`src/rtl/stopwatch_ctrl.sv`:
```
// Stopwatch control: button synchronize/debounce, run/stop/lap FSM, tick prescaler
// and display source select (live count or frozen lap snapshot).
//
// state | meaning
// IDLE  | cleared, prescaler held at 0, waiting for start
// RUN   | counting, display live
// STOP  | paused, prescaler holds its partial period
// LAP   | counting, display frozen on the snapshot
module stopwatch_ctrl #(
    parameter int TICK_DIV  = 1000000,
    parameter int DB_CYCLES = 100000,
    parameter int PW        = 20,
    parameter int DW        = 17
) (
    input  logic       clk,
    input  logic       rst_n,
    input  logic       btn_ss,
    input  logic       btn_lap,
    input  logic       btn_clr,
    input  logic [3:0] cnt_ones,
    input  logic [3:0] cnt_tens,
    input  logic [3:0] cnt_hundreds,
    input  logic [3:0] cnt_thousands,
    output logic       cnt_tick,
    output logic       cnt_clr,
    output logic [3:0] disp_ones,
    output logic [3:0] disp_tens,
    output logic [3:0] disp_hundreds,
    output logic [3:0] disp_thousands,
    output logic       running,
    output logic       lap_active,
    output logic [1:0] state
);

    localparam logic [1:0] ST_IDLE = 2'd0;
    localparam logic [1:0] ST_RUN  = 2'd1;
    localparam logic [1:0] ST_STOP = 2'd2;
    localparam logic [1:0] ST_LAP  = 2'd3;

    localparam logic [PW-1:0] TICK_LAST = PW'(TICK_DIV - 1);
    localparam logic [DW-1:0] DB_LAST   = DW'(DB_CYCLES - 1);

    // Bit order in all button vectors: {clr, lap, ss}
    logic [2:0]    btn_raw;
    logic [2:0]    sync1;
    logic [2:0]    sync2;
    logic [2:0]    db_lvl;
    logic [2:0]    db_prev;
    logic [2:0]    press;
    logic [DW-1:0] db_cnt [3];

    logic [1:0]    state_r;
    logic [1:0]    next_state;
    logic          clr_req;
    logic          snap_cap;
    logic [PW-1:0] presc;
    logic [PW-1:0] presc_nxt;
    logic          tick_nxt;
    logic [15:0]   live;
    logic [15:0]   snap;
    logic [15:0]   disp_r;
    logic [15:0]   disp_nxt;
    logic          counting;

    assign btn_raw  = {btn_clr, btn_lap, btn_ss};
    assign press    = db_lvl & ~db_prev;
    assign live     = {cnt_thousands, cnt_hundreds, cnt_tens, cnt_ones};
    assign counting = (state_r == ST_RUN) || (state_r == ST_LAP);

    // A level is accepted only after the synced input has disagreed with it for
    // DB_CYCLES consecutive cycles; any agreement restarts the count.
    always_ff @(posedge clk or negedge rst_n) begin
        if (!rst_n) begin
            sync1   <= '0;
            sync2   <= '0;
            db_lvl  <= '0;
            db_prev <= '0;
            for (int i = 0; i < 3; i++) db_cnt[i] <= '0;
        end else begin
            sync1   <= btn_raw;
            sync2   <= sync1;
            db_prev <= db_lvl;
            for (int i = 0; i < 3; i++) begin
                if (sync2[i] == db_lvl[i]) begin
                    db_cnt[i] <= '0;
                end else if (db_cnt[i] == DB_LAST) begin
                    db_lvl[i] <= sync2[i];
                    db_cnt[i] <= '0;
                end else begin
                    db_cnt[i] <= db_cnt[i] + 1'b1;
                end
            end
        end
    end

    always_ff @(posedge clk or negedge rst_n) begin
        if (!rst_n) begin
            state_r    <= ST_IDLE;
            running    <= 1'b0;
            lap_active <= 1'b0;
            presc      <= '0;
            cnt_tick   <= 1'b0;
            cnt_clr    <= 1'b0;
            snap       <= '0;
            disp_r     <= '0;
        end else begin
            state_r    <= next_state;
            running    <= (next_state == ST_RUN) || (next_state == ST_LAP);
            lap_active <= (next_state == ST_LAP);
            presc      <= presc_nxt;
            cnt_tick   <= tick_nxt;
            cnt_clr    <= clr_req;
            disp_r     <= disp_nxt;
            if (snap_cap) snap <= live;
        end
    end

    // Priority clr > ss > lap, evaluated only among events meaningful in the state
    always_comb begin
        next_state = state_r;
        clr_req    = 1'b0;
        snap_cap   = 1'b0;
        case (state_r)
            ST_IDLE: begin
                if (press[2])      clr_req    = 1'b1;
                else if (press[0]) next_state = ST_RUN;
            end
            ST_RUN: begin
                if (press[0]) begin
                    next_state = ST_STOP;
                end else if (press[1]) begin
                    next_state = ST_LAP;
                    snap_cap   = 1'b1;
                end
            end
            ST_LAP: begin
                if (press[0])      next_state = ST_STOP;
                else if (press[1]) next_state = ST_RUN;
            end
            default: begin
                if (press[2]) begin
                    next_state = ST_IDLE;
                    clr_req    = 1'b1;
                end else if (press[0]) begin
                    next_state = ST_RUN;
                end
            end
        endcase
    end

    always_comb begin
        presc_nxt = presc;
        if ((state_r == ST_IDLE) || clr_req) presc_nxt = '0;
        else if (counting)                   presc_nxt = (presc == TICK_LAST) ? '0 : presc + 1'b1;
        tick_nxt = counting && (presc == TICK_LAST);
        disp_nxt = live;
        if (next_state == ST_LAP) disp_nxt = snap_cap ? live : snap;
    end

    assign state          = state_r;
    assign disp_ones      = disp_r[3:0];
    assign disp_tens      = disp_r[7:4];
    assign disp_hundreds  = disp_r[11:8];
    assign disp_thousands = disp_r[15:12];

endmodule

```
`config.mk`:
```
export PLATFORM = sky130hd
export DESIGN_NAME = stopwatch_ctrl
export DESIGN_NICKNAME = d
export VERILOG_FILES = /design/src/rtl/stopwatch_ctrl.sv
export SDC_FILE = /design/constraint.sdc
export NUM_CORES = 1
export LEC_CHECK = 0
export ABC_AREA = 1
export CAP_MARGIN = 0
export CORE_ASPECT_RATIO = 0.6
export CORE_MARGIN = 10
export CORE_UTILIZATION = 45
export CTS_BUF_LIST = sky130_fd_sc_hd__clkbuf_16
export DETAILED_ROUTE_END_ITERATION = 8
export PLACE_DENSITY = 0.61
export SYNTH_ARGS = -nofsm -noshare
export SYNTH_HDL_FRONTEND = slang
export SYNTH_SLANG_ARGS = --single-unit
```
`constraint.sdc`:
```
create_clock -name clk -period 2 [get_ports clk]
set_clock_uncertainty 0.1 [all_clocks]
set_input_delay 0.6 -clock clk [delete_from_list [all_inputs] [get_ports clk]]
set_output_delay 0.6 -clock clk [all_outputs]
set_load 0.02 [all_outputs]
```
* Word-level counts from Yosys, hierarchy flattened
Index checks and enable logic that the tools add are counted. Widths: inputs -> output; s select.
Word-level totals: bits in registers 121, latch bits 0, bits in writable memories 0, memory bits (read-only) 0, input port bits 21, output and inout bits 22, logic and storage cells 71, memories 0
Operators by class: add/subtract/negate cells 4, multiply operators 0, div/mod/pow operators 0, $lt $le $gt $ge 0, equal/unequal tests 11, shift operators 0, mux-type cells 24, bitwise gates (word level) 5, reduce and logical (&&, ||, !) cells 10
Operators with widths (count):
- $mux 17 | 6
- $mux 20 | 3
- $add 17x1->17 const B | 3
- $eq 17x17->1 const B | 3
- $mux 16 | 2
- $add 20x1->20 const B | 1
- $eq 20x20->1 const B | 1
- $mux 2 | 7
- $pmux 2 s3 | 1
- $reduce_and 2->1 | 3
- $mux 1 | 5
- $eq 2x1->1 const B | 2
- $eq 2x2->1 const B | 2
- $and 3x3->3 | 1
- $eq 1x1->1 | 3
- $logic_or 1x1->1 | 3
- $not 1->1 | 3
- $not 3->3 | 1
- $logic_not 2->1 | 1
- $reduce_bool 2->1 | 1
- $reduce_or 2->1 | 1
- $logic_and 1x1->1 | 1

* Depth between registers and ports, before layout
Gate-level depths: netlist of the first run.
depth in word-level cells 7, gate-level depth with buffers 10, gate-level depth less buffers 10

* Worst setup path after synthesis of the first run
OpenSTA, ideal clock, no wires.
path kind flip-flop to flip-flop, start register state_r[0], in the netlist state[0], end register disp_r[0], library setup time 0.117 ns, data arrival time 1.339 ns, data required time 1.783 ns, setup slack 0.444 ns, cell stages (with the launch flop) 10, path buffers 2, period minus slack after synthesis 1.556 ns, cell sequence dfrtp_1 > buf_4 > inv_2 > nor2_1 > nand3_1 > buf_2 > nand2_1 > o21ai_0 > nand3_1 > nand2_1
On the way: word-level cells in the longest chain between the ends 5, elaborated cells on any way between the ends 15, those cells by class eq/ne (3); mux (11); reduce/logical (1)
RTL lines:
- start: declaration | line 52 | logic [1:0] state_r;
- start signal: assignment | line 107 | state_r <= next_state;
- $mux 2 (on tied branches) (2 in a row)
- $pmux 2 s3 | line 123 | case (state_r)
- $eq 2x2->1 | line 157 | if (next_state == ST_LAP) disp_nxt = snap_cap ? live : snap;
- $mux 16 * | line 157
- net disp_nxt[0] | line 62 | logic [15:0] disp_nxt;
- end signal: assignment | line 113 | disp_r <= disp_nxt;
- end: declaration | line 61 | logic [15:0] disp_r;
Mark *: on every way through the listed nets, which the timed path passes. The rest lies on a longest branch. A chain may end at the register's enable or synchronous reset.

* Worst setup path in the final report of the first run
start register state_r[1], in the netlist state[1], end output state[1]
RTL lines:
- end: declaration | line 32 | output logic [1:0] state
No word-level cell between the ends.

==> summary.md, run 1 <==
| Metric | Value |
|---|---|
| Critical path required time | `1.30 ns` |
| Area share of the largest cell type after synthesis | `0.520` |
| CTS tree | `built` |
| Vias in the first global route | `4687` |
| CTS Buf Count | `17` |
| RSZ-0062 raised after global routing | `false` |
| N_diodes | `0` |
| P&R area growth vs syn | `21.4%` |
| Slew @ Worst Pin | `0.459 ns` |
| Clock buffer depth | `2` |
| Seq/Total Area, Yosys | `0.520` |
| Minimum clock period | `1.92 ns` |
| Power per cell area | `820 nW/µm²` |
| CTS clk-pin slew, worst paths | `0.06 ns` |
| Largest cells by area after synthesis | `dfrtp_1 (52%), nand2_1 (13%), nor2_1 (7.7%)` |
| Internal | `4.49 mW` |
| Clk root buf | `clkbuf_16` |
| CP bufs+invs | `1` |
| Vias/cell | `5.01` |
| Critical-path top delay cell | `dfrtp_1` |
| Yosys reg bits | `120` |
| Die Height | `108 µm` |
| Fmax achieved | `521 MHz` |
| DR iter-0 viols | `438` |
| Setup Buffers After CTS | `0` |
| GRT overflow | `0` |
| Worst setup EP type | `output pin` |
| Final worst path period share | `0.960` |
| Status | `completed` |
| CP arrival | `1.22 ns` |
| DP HPWL | `9.41 mm` |
| Cell-by-cell trace of the critical path | `dlygate4sd2_1` |
| Cells after synthesis | `726` |
| Final antenna-violating net count | `0` |
| DR pass1 iterations | `5` |
| Syn Nets | `751` |
| Slew margin rel. | `0.692` |
| Largest net degree at the start of global routing | `58` |
| CP max stage delay | `0.43 ns` |
| Slew Limit Fails | `0` |
| Worst hold margin | `0.248 ns` |
| I/O Buffers | `42` |
| Yosys cell types | `34` |
| Post-synth top area cell | `dfrtp_1` |
| Hold Crit Start | `sync1[0]$_DFF_PN0_` |
| Delay-heaviest family, CP | `flip-flops` |
| Die footprint | `17900 µm²` |
| Final hold vios | `0` |
| Sw Ratio | `0.219` |
| Pleak | `3.26 nW` |
| Placeable Area | `12300 µm²` |
| Clock Latency Late Sink | `0.42 ns` |
| Routed WL | `13.3 mm` |
| Clk pwr share | `0.528` |
| CTS H-Tree Depth | `4` |
| Fin util | `0.570` |
| Initial core utilization | `0.469` |
| Switch Pwr | `1.26 mW` |
| Sum Neg Setup Slack | `0 ns` |
| Max-cap viol count | `0` |
| Mapped Avg Cell Area | `7.95 µm²` |
| Clock sink count | `120` |
| Startpoint types | `flip-flop` |
| GP Congestion | `0.905` |
| WL per Instance | `13.7 µm` |
| Worst setup path category | `flip-flop to output pin` |
| Syn. warnings | `0` |
| Nets | `814` |
| CP startpoint | `state[1]$_DFF_PN0_` |
| First-pass GRT wire length | `22.7 mm` |
| Share of layout cells above drive strength 1 | `0.0648` |
| Die Wd | `166 µm` |
| Tot GR Track Use | `0.154` |
| Part of the power in combinational logic | `0.039` |
| IO Pins | `43` |
| Tot Pwr | `5.75 mW` |
| Part of the power in registers | `0.432` |
| FP Rows | `31` |
| CP Max Fanout | `6` |
| Synth Cell Area | `5770 µm²` |
| Hold Path Class | `flip-flop to flip-flop` |
| DRC viols | `0` |
| Initial antenna violation count | `0` |
| Setup Viol. Count Final | `0` |
| Via count | `4841` |
| Worst r2r src | `presc[0]$_DFFE_PN0P_` |
| VDD IR-drop max | `488 µV` |
## registers in the layout, indices dropped and copies added (netlist names)
name / cells
cnt_clr: 1
cnt_tick: 1
db_cnt: 51
db_lvl: 3
db_prev: 3
disp_r: 16
lap_active: 1
presc: 20
snap: 16
state: 2
sync1: 3
sync2: 3
## cell usage in the layout, fill, tap and decap left out, types with 2 or more instances in the layout
master,count
a31oi_1,3
nand4_1,11
nor3_1,22
inv_2,3
xnor2_1,4
buf_4,10
ha_1,4
inv_1,82
nand3_1,60
o21ai_0,20
o21a_1,2
clkinvlp_4,4
nor3b_1,4
buf_12,2
xor2_1,18
clkbuf_16,17
o21bai_1,3
nor2_2,4
o22ai_1,3
nand2_1,200
nor2_1,118
dlygate4sd2_1,22
bufinv_16,3
dfrtp_1,120
a21oi_1,11
clkinv_1,4
o21ai_1,15
clkdlybuf4s50_1,19
## routing by layer
| metal | track usage | routed length (µm) | vias to the layer above |
|---|---|---|---|
| li1 | - | - | 2433 |
| met1 | 0.213 | 6940 | 2268 |
| met2 | 0.224 | 5550 | 121 |
| met3 | 0.0390 | 560 | 19 |
| met4 | 0.0611 | 206 | 0 |
| met5 | 0 | 0 | - |
## Yosys cell counts
cell and n:
nand2_1 200, dfrtp_1 120, nor2_1 118, inv_1 80, nand3_1 60, nor3_1 22
o21ai_0 20, xor2_1 18, o21ai_1 15, a21oi_1 11, nand4_1 11, buf_2 5
buf_4 4, ha_1 4, nor2_2 4, nor3b_1 4, xnor2_1 4, a31oi_1 3
inv_2 3, o21bai_1 3, o22ai_1 3, o21a_1 2, a211oi_1 1, a21o_1 1
a21oi_2 1, a21oi_4 1, and2_1 1, buf_6 1, clkinv_1 1, nand2_2 1
nand3_4 1, nand3b_1 1, nor2_4 1, nor2_8 1
## final cells by class
class	count	area, µm²
fillers	1089	5290
flip-flops and latches	120	3000
multi-input cells	512	2380
inverters	84	315
well taps	165	206
clock buffers	17	425
clock inverters	15	161
repair buffers	54	508
## repair_timing
item                                    in CTS  in global routing
hold buffers                                 1                  0
endpoints found under the setup margin      22                  0
gates resized for setup                     22                  0
endpoints found under the hold margin        4                  0
## stage by stage
step | setup WS (ns) | area (µm²) | std cells
finish | 0.0791 | 7000 | 967
floorplan | 0.444 | 5770 | 726
detailed placement | 0.210 | 6430 | 934
global placement | 0.251 | 6430 | 934
CTS | 0.0568 | 7000 | 967
global route | 0.0319 | 7000 | 967
## power by group through the flow
stage	registers [mW]	logic (mW)	clock network (mW)
floorplan	2.55	0.0595	0
global placement	2.53	0.235	0
detailed placement	2.53	0.241	0
CTS	2.48	0.232	3.10
global route	2.49	0.255	3.22
finish	2.48	0.225	3.04
## final timing paths
kind	endpoint	slack (ns)	cells past startpoint
worst max register to register	presc[9]$_DFFE_PN0P_	0.18	6
min in group asynchronous	db_cnt[0]$_DFF_PN0_	0.45	2
worst min-delay path	sync2[0]$_DFF_PN0_	0.25	0
worst max-delay path	state[1]	0.08	1
worst min register to register	sync2[0]$_DFF_PN0_	0.25	0
max in group asynchronous	presc[1]$_DFFE_PN0P_	0.82	3
## logic make-up after synthesis
kind of cell,after synthesis,share of synthesized area
buf+inv,94,0.0661
flops,120,0.520
compound gates,61,0.0599
simple gates,425,0.311
fa+ha+maj,4,0.00868
xor+xnor,22,0.0334
Power figures use the tool's default switching activity.
==> run 2: changes to the inputs <==
--- a/config.mk
+++ b/config.mk
@@ -13,6 +13,7 @@
 export CTS_BUF_LIST = sky130_fd_sc_hd__clkbuf_16
 export DETAILED_ROUTE_END_ITERATION = 8
 export PLACE_DENSITY = 0.61
+export SETUP_SLACK_MARGIN = 0.3
 export SYNTH_ARGS = -nofsm -noshare
 export SYNTH_HDL_FRONTEND = slang
 export SYNTH_SLANG_ARGS = --single-unit
==> run 2 against run 1 <==
Combinational power rose by 3%. Clock power barely moved. Power hardly changed. Critical path type unchanged. Critical endpoint is now disp_thousands[3]. Largest power group unchanged. Highest routed layer unchanged.
==> summary.md, run 2 (synthesized netlist as in run 1, its figures left out) <==
| Metric | Value |
|---|---|
| Setup Viol. Count Final | `0 (unchanged)` |
| GP Congestion | `0.905 (unchanged)` |
| DR pass1 iterations | `4 (-1)` |
| Register with the most flip-flops | `db_cnt` |
| Clock buffer depth | `2 (unchanged)` |
| Nets | `826 (+1.5%)` |
| IO Pins | `43 (unchanged)` |
| Via count | `4889 (+0.99%)` |
| Clock Latency Late Sink | `0.41 ns (about the same)` |
| Final worst path period share | `0.833 (-0.127)` |
| Status | `completed` |
| Commonest non-fill, non-tap cell in the layout | `nand2_1` |
| Clk root buf | `clkbuf_16` |
| Tot Pwr | `5.75 mW (about the same)` |
| Worst hold margin | `0.248 ns (+0.0000300 ns)` |
| Delay-heaviest family, CP | `flip-flops` |
| DRC viols | `0 (unchanged)` |
| GR peak layer | `met2` |
| Worst setup path category | `flip-flop to output pin` |
| Die Wd | `166 µm (unchanged)` |
| Hold Crit Start | `sync1[0]$_DFF_PN0_` |
| CTS tree | `built` |
| Most frequent cells in the layout | `nand2_1 (193), dfrtp_1 (118), nor2_1 (107), inv_1 (80), nand3_1 (57)` |
| CP max stage delay | `0.39 ns (-0.04 ns)` |
| Worst setup EP type | `output pin` |
| Sum Neg Setup Slack | `0 ns (unchanged)` |
| WL per Instance | `14.0 µm (+2.1%)` |
| Routed WL | `13.7 mm (+3.3%)` |
| Tot GR Track Use | `0.155 (+0.000863)` |
| GRT overflow | `0 (unchanged)` |
| Max-cap viol count | `0 (unchanged)` |
| I/O Buffers | `42 (unchanged)` |
| Largest net degree at the start of global routing | `58 (unchanged)` |
| VDD IR-drop max | `483 µV (-1.1%)` |
| Slew Limit Fails | `0 (unchanged)` |
| CP startpoint | `disp_r[15]$_DFF_PN0_` |
| Die Height | `108 µm (unchanged)` |
| Filler instances | `1074 (-1.4%)` |
| Final hold vios | `0 (unchanged)` |
| DP HPWL | `9.41 mm (unchanged)` |
| Met2 Track Usage GR | `0.229 (+0.00456)` |
| Hold Path Class | `flip-flop to flip-flop` |
| Initial antenna violation count | `0 (unchanged)` |
| Vias in the first global route | `4698 (+0.23%)` |
| Vias/cell | `4.99 (-0.25%)` |
| Die footprint | `17900 µm² (unchanged)` |
| DP Worst Slack | `0.210 ns (unchanged)` |
| Share of layout cells above drive strength 1 | `0.144 (+0.0789)` |
| Clock sink count | `120 (unchanged)` |
| Power per cell area | `799 nW/µm² (-2.6%)` |
| Area occupied by multi-input gates | `2540 µm² (+6.7%)` |
| P&R area growth vs syn | `24.6%` |
| Cell-by-cell trace of the critical path | `buf_2` |
| CP bufs+invs | `1 (unchanged)` |
| Pleak | `3.33 nW (+2.1%)` |
| Placeable Area | `12300 µm² (unchanged)` |
| Critical path required time | `1.30 ns (about the same)` |
| DR iter-0 viols | `359 (-18%)` |
| Minimum clock period | `1.67 ns (-0.255 ns)` |
| Post-place instance area | `6430 µm² (unchanged)` |
| Initial core utilization | `0.469 (unchanged)` |
| Startpoint types | `flip-flop` |
| N_diodes | `0 (unchanged)` |
| Slew @ Worst Pin | `0.466 ns (+0.00683 ns)` |
| RSZ-0062 raised after global routing | `true` |
| Fmax achieved | `600 MHz (+15%)` |
| Storage cell area | `3010 µm² (about the same)` |
| CP Max Fanout | `1 (-5)` |
| Worst setup margin | `0.334 ns (+0.255 ns)` |
| First-pass GRT wire length | `22.9 mm (+0.70%)` |
| Worst r2r src | `db_cnt[0]$_DFF_PN0_` |
| Slew margin rel. | `0.687 (-0.00459)` |
| Critical-path top delay cell | `dfrtp_1` |
| Final antenna-violating net count | `0 (unchanged)` |
| Largest registers | `db_cnt x51, presc x20` |
| Met3 Track Usage GR | `0.0390 (unchanged)` |
| M1 GR Usage | `0.212 (-0.000662)` |
| CTS clk-pin slew, worst paths | `0.06 ns (about the same)` |
| CTS H-Tree Depth | `4 (unchanged)` |
| Final instance area | `7190 µm² (+2.7%)` |
| CTS Buf Count | `17 (unchanged)` |
| CP arrival | `0.97 ns (-0.25 ns)` |
| Max reg flops | `51 (unchanged)` |
| FP Rows | `31 (unchanged)` |
[run 2: path summary, 6_finish.rpt]
| path | end | slack [ns] | cells after the start |
|---|---|---|---|
| setup / recovery | disp_thousands[3] | 0.33 | 1 |
| hold / removal | sync2[0]$_DFF_PN0_ | 0.25 | 0 |
| setup reg to reg | db_cnt[14]$_DFF_PN0_ | 0.36 | 9 |
| hold reg to reg | sync2[0]$_DFF_PN0_ | 0.25 | 0 |
| max in group asynchronous | disp_r[14]$_DFF_PN0_ | 0.82 | 3 |
| min in group asynchronous | db_cnt[0]$_DFF_PN0_ | 0.45 | 2 |
[run 2: metrics by stage]
step	utilization	std cells
final	0.585	979
after global routing	0.585	979
after CTS	0.567	969
after detailed placement	0.523	934
after global placement	0.523	934
after floorplan	-	726
[run 2: power breakdown]
group	switching (mW)	internal [mW]	leakage, nW	total (mW)
sequential	0.0204	2.47	1.53	2.49
combinational	0.141	0.0907	1.52	0.231
clock	1.09	1.94	0.280	3.03
total	1.26	4.49	3.33	5.75
[run 2: what timing repair did]
item / in CTS / in global routing
pin swaps: 1 / 7
endpoints found under the setup margin: 57 / 60
endpoints found under the hold margin: 4 / 0
hold buffers: 1 / 0
resized for setup: 95 / 44
setup buffers: 2 / 10
[run 2: cell type report]
class / count / share of cell area
clock buffer: 17 / 0.0592
clock inverter: 15 / 0.0224
inverter: 84 / 0.0445
multi-input combinational: 512 / 0.354
sequential: 120 / 0.418
tap: 165 / 0.0287
timing repair buffer: 66 / 0.0734
[run 2: routing by layer]
| layer | vias up | routed length, µm |
|---|---|---|
| met1 | 2313 | 6970 |
| met3 | 15 | 564 |
| met5 | - | 0 |
| li1 | 2456 | - |
| met4 | 0 | 180 |
| met2 | 105 | 5980 |
